File: config.mk
export PLATFORM = sky130hd
export DESIGN_NAME = pulse_train_gen
export DESIGN_NICKNAME = d
export VERILOG_FILES = /design/src/rtl/pulse_train_gen.sv
export SDC_FILE = /design/constraint.sdc
export NUM_CORES = 1
export LEC_CHECK = 0
export BUFFER_PORTS_ARGS = -buffer_cell sky130_fd_sc_hd__buf_2
export CAP_MARGIN = 10
export CORE_AREA = 2 2 91 58
export CTS_CLUSTER_DIAMETER = 100
export DETAILED_ROUTE_END_ITERATION = 16
export DIE_AREA = 0 0 93 60
export PLACE_DENSITY = 0.83
export SETUP_SLACK_MARGIN = 0.02
export SLEW_MARGIN = 10
export SYNTH_ARGS = -nofsm -noshare
export SYNTH_HDL_FRONTEND = slang
export SYNTH_SLANG_ARGS = --single-unit
File: constraint.sdc
create_clock -name clk -period 4.4 [get_ports clk]
set_input_delay 0.66 -clock clk [delete_from_list [all_inputs] [get_ports clk]]
set_output_delay 0.66 -clock clk [all_outputs]
set_load 0.03 [all_outputs]
File: src/rtl/pulse_train_gen.sv
// pulse_train_gen: emits N high pulses of H cycles separated by L-cycle low gaps.
// Optional build macro PULSE_TRAIN_SELF_CHECK_EN adds an edge-counting checker
// that flags a mismatch between observed and reported rising edges.
module pulse_train_gen #(
    parameter int LEN_W = 8,
    parameter int CNT_W = 8
) (
    input  logic             clk,
    input  logic             rst_n,
    input  logic             start,
    input  logic             abort,
    input  logic [LEN_W-1:0] high_len,
    input  logic [LEN_W-1:0] low_len,
    input  logic [CNT_W-1:0] pulse_cnt,
    output logic             data_out,
    output logic             busy,
    output logic             done,
    output logic [CNT_W-1:0] edges_sent,
    output logic             chk_err
);

    typedef enum logic [1:0] {
        IDLE = 2'd0,
        HIGH = 2'd1,
        LOW  = 2'd2
    } state_t;

    localparam logic [CNT_W-1:0] EDGE_MAX = '1;

    state_t           state_reg, state_next;
    logic [LEN_W-1:0] phase_reg, phase_next;
    logic [LEN_W-1:0] high_reg,  high_next;
    logic [LEN_W-1:0] low_reg,   low_next;
    logic [CNT_W-1:0] num_reg,   num_next;
    logic [CNT_W-1:0] edges_reg, edges_next;
    logic             done_reg,  done_next;
    logic             data_out_reg;
    logic             accept;

    // A command is taken only from IDLE; abort always beats a simultaneous start.
    assign accept = (state_reg == IDLE) && start && !abort;

    // Next-state, phase counting and latching of the train parameters.
    always_comb begin
        state_next = state_reg;
        phase_next = phase_reg;
        high_next  = high_reg;
        low_next   = low_reg;
        num_next   = num_reg;
        edges_next = edges_reg;
        done_next  = 1'b0;
        case (state_reg)
            IDLE: begin
                if (accept) begin
                    if (pulse_cnt == '0) begin
                        // Empty train: report completion straight away.
                        done_next  = 1'b1;
                        edges_next = '0;
                    end else begin
                        // Zero lengths are promoted to one cycle.
                        high_next  = (high_len == '0) ? LEN_W'(1) : high_len;
                        low_next   = (low_len  == '0) ? LEN_W'(1) : low_len;
                        num_next   = pulse_cnt;
                        edges_next = CNT_W'(1);
                        phase_next = high_next - LEN_W'(1);
                        state_next = HIGH;
                    end
                end
            end
            HIGH: begin
                if (abort) begin
                    state_next = IDLE;
                end else if (phase_reg != '0) begin
                    phase_next = phase_reg - LEN_W'(1);
                end else if (edges_reg >= num_reg) begin
                    // Last pulse ends the train with no trailing low phase.
                    state_next = IDLE;
                    done_next  = 1'b1;
                end else begin
                    state_next = LOW;
                    phase_next = low_reg - LEN_W'(1);
                end
            end
            LOW: begin
                if (abort) begin
                    state_next = IDLE;
                end else if (phase_reg != '0) begin
                    phase_next = phase_reg - LEN_W'(1);
                end else begin
                    state_next = HIGH;
                    phase_next = high_reg - LEN_W'(1);
                    if (edges_reg != EDGE_MAX) begin
                        edges_next = edges_reg + CNT_W'(1);
                    end
                end
            end
            default: state_next = IDLE;
        endcase
    end

    // State and datapath registers; data_out is registered from the next state.
    always_ff @(posedge clk or negedge rst_n) begin
        if (!rst_n) begin
            state_reg    <= IDLE;
            phase_reg    <= '0;
            high_reg     <= '0;
            low_reg      <= '0;
            num_reg      <= '0;
            edges_reg    <= '0;
            done_reg     <= 1'b0;
            data_out_reg <= 1'b0;
        end else begin
            state_reg    <= state_next;
            phase_reg    <= phase_next;
            high_reg     <= high_next;
            low_reg      <= low_next;
            num_reg      <= num_next;
            edges_reg    <= edges_next;
            done_reg     <= done_next;
            data_out_reg <= (state_next == HIGH);
        end
    end

    assign data_out   = data_out_reg;
    assign busy       = (state_reg != IDLE);
    assign done       = done_reg;
    assign edges_sent = edges_reg;

`ifdef PULSE_TRAIN_SELF_CHECK_EN
    logic             prev_reg;
    logic [CNT_W-1:0] det_reg;
    logic             err_reg;
    logic             rise;

    // Observes the actual output line, not the FSM, so corruption is caught.
    assign rise = data_out_reg & ~prev_reg;

    // Count observed rising edges and compare against edges_sent at completion.
    always_ff @(posedge clk or negedge rst_n) begin
        if (!rst_n) begin
            prev_reg <= 1'b0;
            det_reg  <= '0;
            err_reg  <= 1'b0;
        end else begin
            prev_reg <= data_out_reg;
            if (accept) begin
                det_reg <= '0;
            end else if (rise && (det_reg != EDGE_MAX)) begin
                det_reg <= det_reg + CNT_W'(1);
            end
            if (done_reg && (det_reg != edges_reg)) begin
                err_reg <= 1'b1;
            end
        end
    end

    assign chk_err = err_reg;
`else
    assign chk_err = 1'b0;
`endif

endmodule

Word level (Yosys, flattened, before mapping)
Cells that the tools add are included.

Add/sub/neg operators: 5. Order comparisons: 1. Equality and inequality tests: 11. Mux-type cells: 30. Bitwise operators: 1. Reductions and logical operators: 14.

Operator list (number): 8-bit two-way mux (13); 8-bit by 1-bit subtractor with 8-bit output (second input constant) (4); 8-bit logical NOT (3); 8-bit case mux with 3 select lines (1); 8-bit case mux with 2 select lines (1); 2-bit two-way mux (7); 2-bit inequality test (second input constant) (6); 8-bit by 1-bit adder with 8-bit output (second input constant) (1); 8-bit greater-or-equal comparator (1); 8-bit inequality test (second input constant) (1); 8-bit nonzero test (1); 1-bit two-way mux (6); 2-bit case mux with 3 select lines (1); 6-bit AND reduction (1); 5-bit AND reduction (1); 2-bit by 1-bit == test with 1-bit output (second input constant) (2); 2-bit nonzero test (2); 3-bit inequality test (second input constant) (1); 3-bit AND reduction (1); 3-bit nonzero test (1); 2-bit == test (second input constant) (1); 1-bit logical AND (2); 2-bit logical NOT (1); 1-bit case mux with 2 select lines (1); 2 further kinds (2).

Register bits: 44. Output and inout bits: 12. Logic and storage cells: 70.

Logic depth before layout (Yosys ltp)
Word-level depth: 6. Mapped depth: 9.

Worst setup path after synthesis
Ideal clock, no wire load.

Path type: register to register. Start point: register edges_reg[0] (netlist: edges_sent[0]). End point: register phase_reg[4]. Setup time: 0.129 ns. Arrival: 2.196 ns. Slack: 2.075 ns. Cell stages (with the launch flop): 10. Buffers on the path: 1. Period minus slack after synthesis: 2.325 ns. Cells stage by stage: dfrtp_1 -> inv_1 -> ha_1 -> nand2b_1 -> a2111oi_0 -> o41ai_1 -> a31o_2 -> buf_2 -> o21ai_0 -> o21ai_0.

Cells in the longest elaborated chain, start to end: 3.

RTL lines: start, declared (line 35) `logic [CNT_W-1:0] edges_reg, edges_next;`; start signal, assigned (line 118) `edges_reg <= edges_next;`; 8-bit greater-or-equal comparator (line 75) `end else if (edges_reg >= num_reg) begin`; 3-bit inequality test (no line); 6-bit AND reduction (no line); end signal, assigned (line 114) `phase_reg <= phase_next;`; end, declared (line 31) `logic [LEN_W-1:0] phase_reg, phase_next;`.

No other way between the ends. A chain may end at the register's enable or synchronous reset.

Worst setup path in the final report
Start point: register phase_reg[0]. End point: register edges_reg[7] (netlist: edges_sent[7]).

Cells in the longest elaborated chain, start to end: 3.

RTL lines: 8-bit nonzero test (line 87) `end else if (phase_reg != '0) begin`; 2-bit inequality test (no line); 5-bit AND reduction (no line).

No other way between the ends.

==> results.md <==
- Fin cells: 413
- DRT Pass-1 Iters: 7
- Area of the multi-input gates: 1614 sq um
- Worst endpoint required time: 4640 ps
- Worst setup SP type: register
- Hold Path Class: input port to asynchronous set/reset pin
- Peak supply drop: 0.2879 mV
- CTS Buffer Depth: 2
- Unrepaired setup endpoints after global routing: no
- DP HPWL: 5261 microns
- Setup TNS: 0 ps
- First-pass GRT wire length: 11740 microns
- Leading area contributor after synthesis: dfrtp_1
- FF+latch area: 1101 sq um
- Syn_nets: 358
- Critical path's top delay family: simple AND/OR/NAND/NOR gates
- WS Path Type: register to register
- Tot Pwr: 1.882 mW
- Fin crit share: 0.6279
- I/O Pins: 40
- Synth area leaders: dfrtp_1, ha_1, mux2_1, nand2_1, o21ai_0
- Mapped Area: 2846 sq um
- DRT antenna net count: 0
- Remaining DRCs: 0
- Synthesized flop and latch total: 44
- Nets: 391
- Max Fclk: 362.0 MHz
- Share of layout cells above drive strength 1: 0.1556
- Buf/Inv on CP: 1
- Final WL: 7262 microns
- Dpl cells: 405
- Reg2reg start: phase_reg[0]
- IO buf count: 38
- Routed wire per std cell: 17.58 microns
- ANT cells: 0
- Clk_skew: 7.990 ps
- Post_cts resized: 0
- R2R cell count: 8
- Vias: 2651
- CP Data Arrival Time: 3000 ps
- Crit path time final: 2763 ps
- Largest net degree at the start of global routing: 45
- Reg2Reg Setup Slack: 1640 ps
- Tot GR Track Use: 0.2766
- Post-synth EDFFs: 0
- Post-synthesis async set-or-reset flop share: 1.000
- Die span in x: 93 microns
- Post-CTS Setup Bufs: 0
- Synthesized area per cell: 9.094 sq um
- Max-slew headroom: 0.3378
- Yosys top cell area share: 0.3868
- CTS tree: built
- # fillers: 402
- Cell Pwr Density: 588.1 nW/um^2
- Area growth syn-to-layout: 12.40%
- Hold_ws: 502.8 ps
- Vias in the first global route: 2414
- Via-to-Cell Ratio: 6.419
- Worst Tran Pin Value: 993.3 ps
- Crit end category: register
- Leak: 1.419 nW
- Initial antenna violation count: 0
- Max-Cap Viols: 0
- Row cnt: 20
- Commonest cells post-synth: dfrtp_1, nand2_1, inv_1
- Die Y: 60 microns
- Max incr delay on CP: 570 ps
- Reg2reg end: edges_sent[7]
- Status: complete, no violations
- Worst Setup SP: phase_reg[0]
- Iteration-0 DRC Markers: 335
- Clk_lat worst skew: 310 ps
- CP max FO: 16
- Num Clock Sinks: 44
- Die area: 5580 sq um
- Hold_buf cts: 0
- Starting Density: 0.5924
- Total CTS buffers: 5
- Slew Limit Fails: 0
- Core Area: 4805 sq um
- Ys flop type: dfrtp_1
- Cell variety after synth: 53
- Synth Warn #: 0
- Slowest-stage cell, CP: a221o_1
- Final-report hold violation count: 0
- Grt ovf: 0
- Cells after synthesis: 313
- Most common cell in the synthesized netlist: dfrtp_1
- Worst-path clk slew: 90 ps
- Root Driver: clkbuf_8
- Post-synthesis sequential area ratio: 0.3868
- Final setup viols: 0
- Worst path cell trace: inv_1, ha_1, nor4b_4, and2_1, o21ai_1, a221o_1, or4_1, nand3_1
- H-tree depth: 2
- Routability congestion estimate: 0.8565
-- layout by cell type, fill, tap and decap left out, types with 5 or more instances in the layout --
| cell type | n |
|---|---|
| a21oi_1 | 15 |
| buf_2 | 38 |
| clkbuf_8 | 6 |
| dfrtp_1 | 44 |
| ha_1 | 17 |
| inv_1 | 22 |
| mux2_1 | 12 |
| nand2_1 | 31 |
| nand2b_1 | 5 |
| nand3_1 | 14 |
| nor2_1 | 14 |
| nor3_1 | 5 |
| o21ai_0 | 19 |
| o21ai_1 | 12 |
| o31ai_1 | 5 |
| or3_1 | 5 |
| or4_1 | 7 |
| xor2_1 | 7 |
-- final cells by class --
type | count | share of cell area
multi-input cells | 234 | 0.5045
flip-flops and latches | 44 | 0.3442
repair buffers | 39 | 0.06179
clock buffers | 6 | 0.02581
inverters | 22 | 0.02581
well taps | 66 | 0.02581
clock inverters | 2 | 0.01212
-- power breakdown --
group          internal (mW)  switching [mW]  total, mW
combinational          0.344           0.475      0.819
clock                  0.186           0.153      0.339
sequential             0.561           0.162      0.724
total                   1.09           0.790       1.88
-- through the flow --
step	cell area, sq um	setup WS, ps	util
2_1_floorplan	2846	2075	-
3_3_place_gp	3078	1835	0.6406
4_1_cts	3199	1694	0.6659
5_1_grt	3199	1491	0.6659
6_report	3199	1637	0.6659
3_5_place_dp	3078	1715	0.6406
-- logic make-up after synthesis --
logic type,after synthesis,share of synthesized area
buffers and inverters,35,0.04791
other,1,0.001317
DFF,44,0.3868
AOI/OAI and AO/OA,93,0.2180
xor gates and xnor gates,10,0.03077
muxes,15,0.05934
and+or+nand+nor,98,0.1811
adders and majority gates,17,0.07472
-- worst max path at each step --
stage,cells past startpoint,end,slack (ps)
final,8,edges_sent[7],1640
after CTS,8,edges_sent[7],1690
after detailed placement,8,edges_sent[7],1710
after global routing,8,edges_sent[7],1490
after floorplan,9,phase_reg[4],2070
after global placement,6,num_reg[0],1840
-- metal layers --
layer / up-vias / routed length, microns / global-route usage
met1: 1249 / 3252 / 0.3998
met4: 0 / 78 / 0.08193
met3: 12 / 696 / 0.06557
met2: 164 / 3234 / 0.4193
met5: - / 0 / 0
li1: 1226 / - / -
Note: power is estimated with default switching activity, not from simulation.
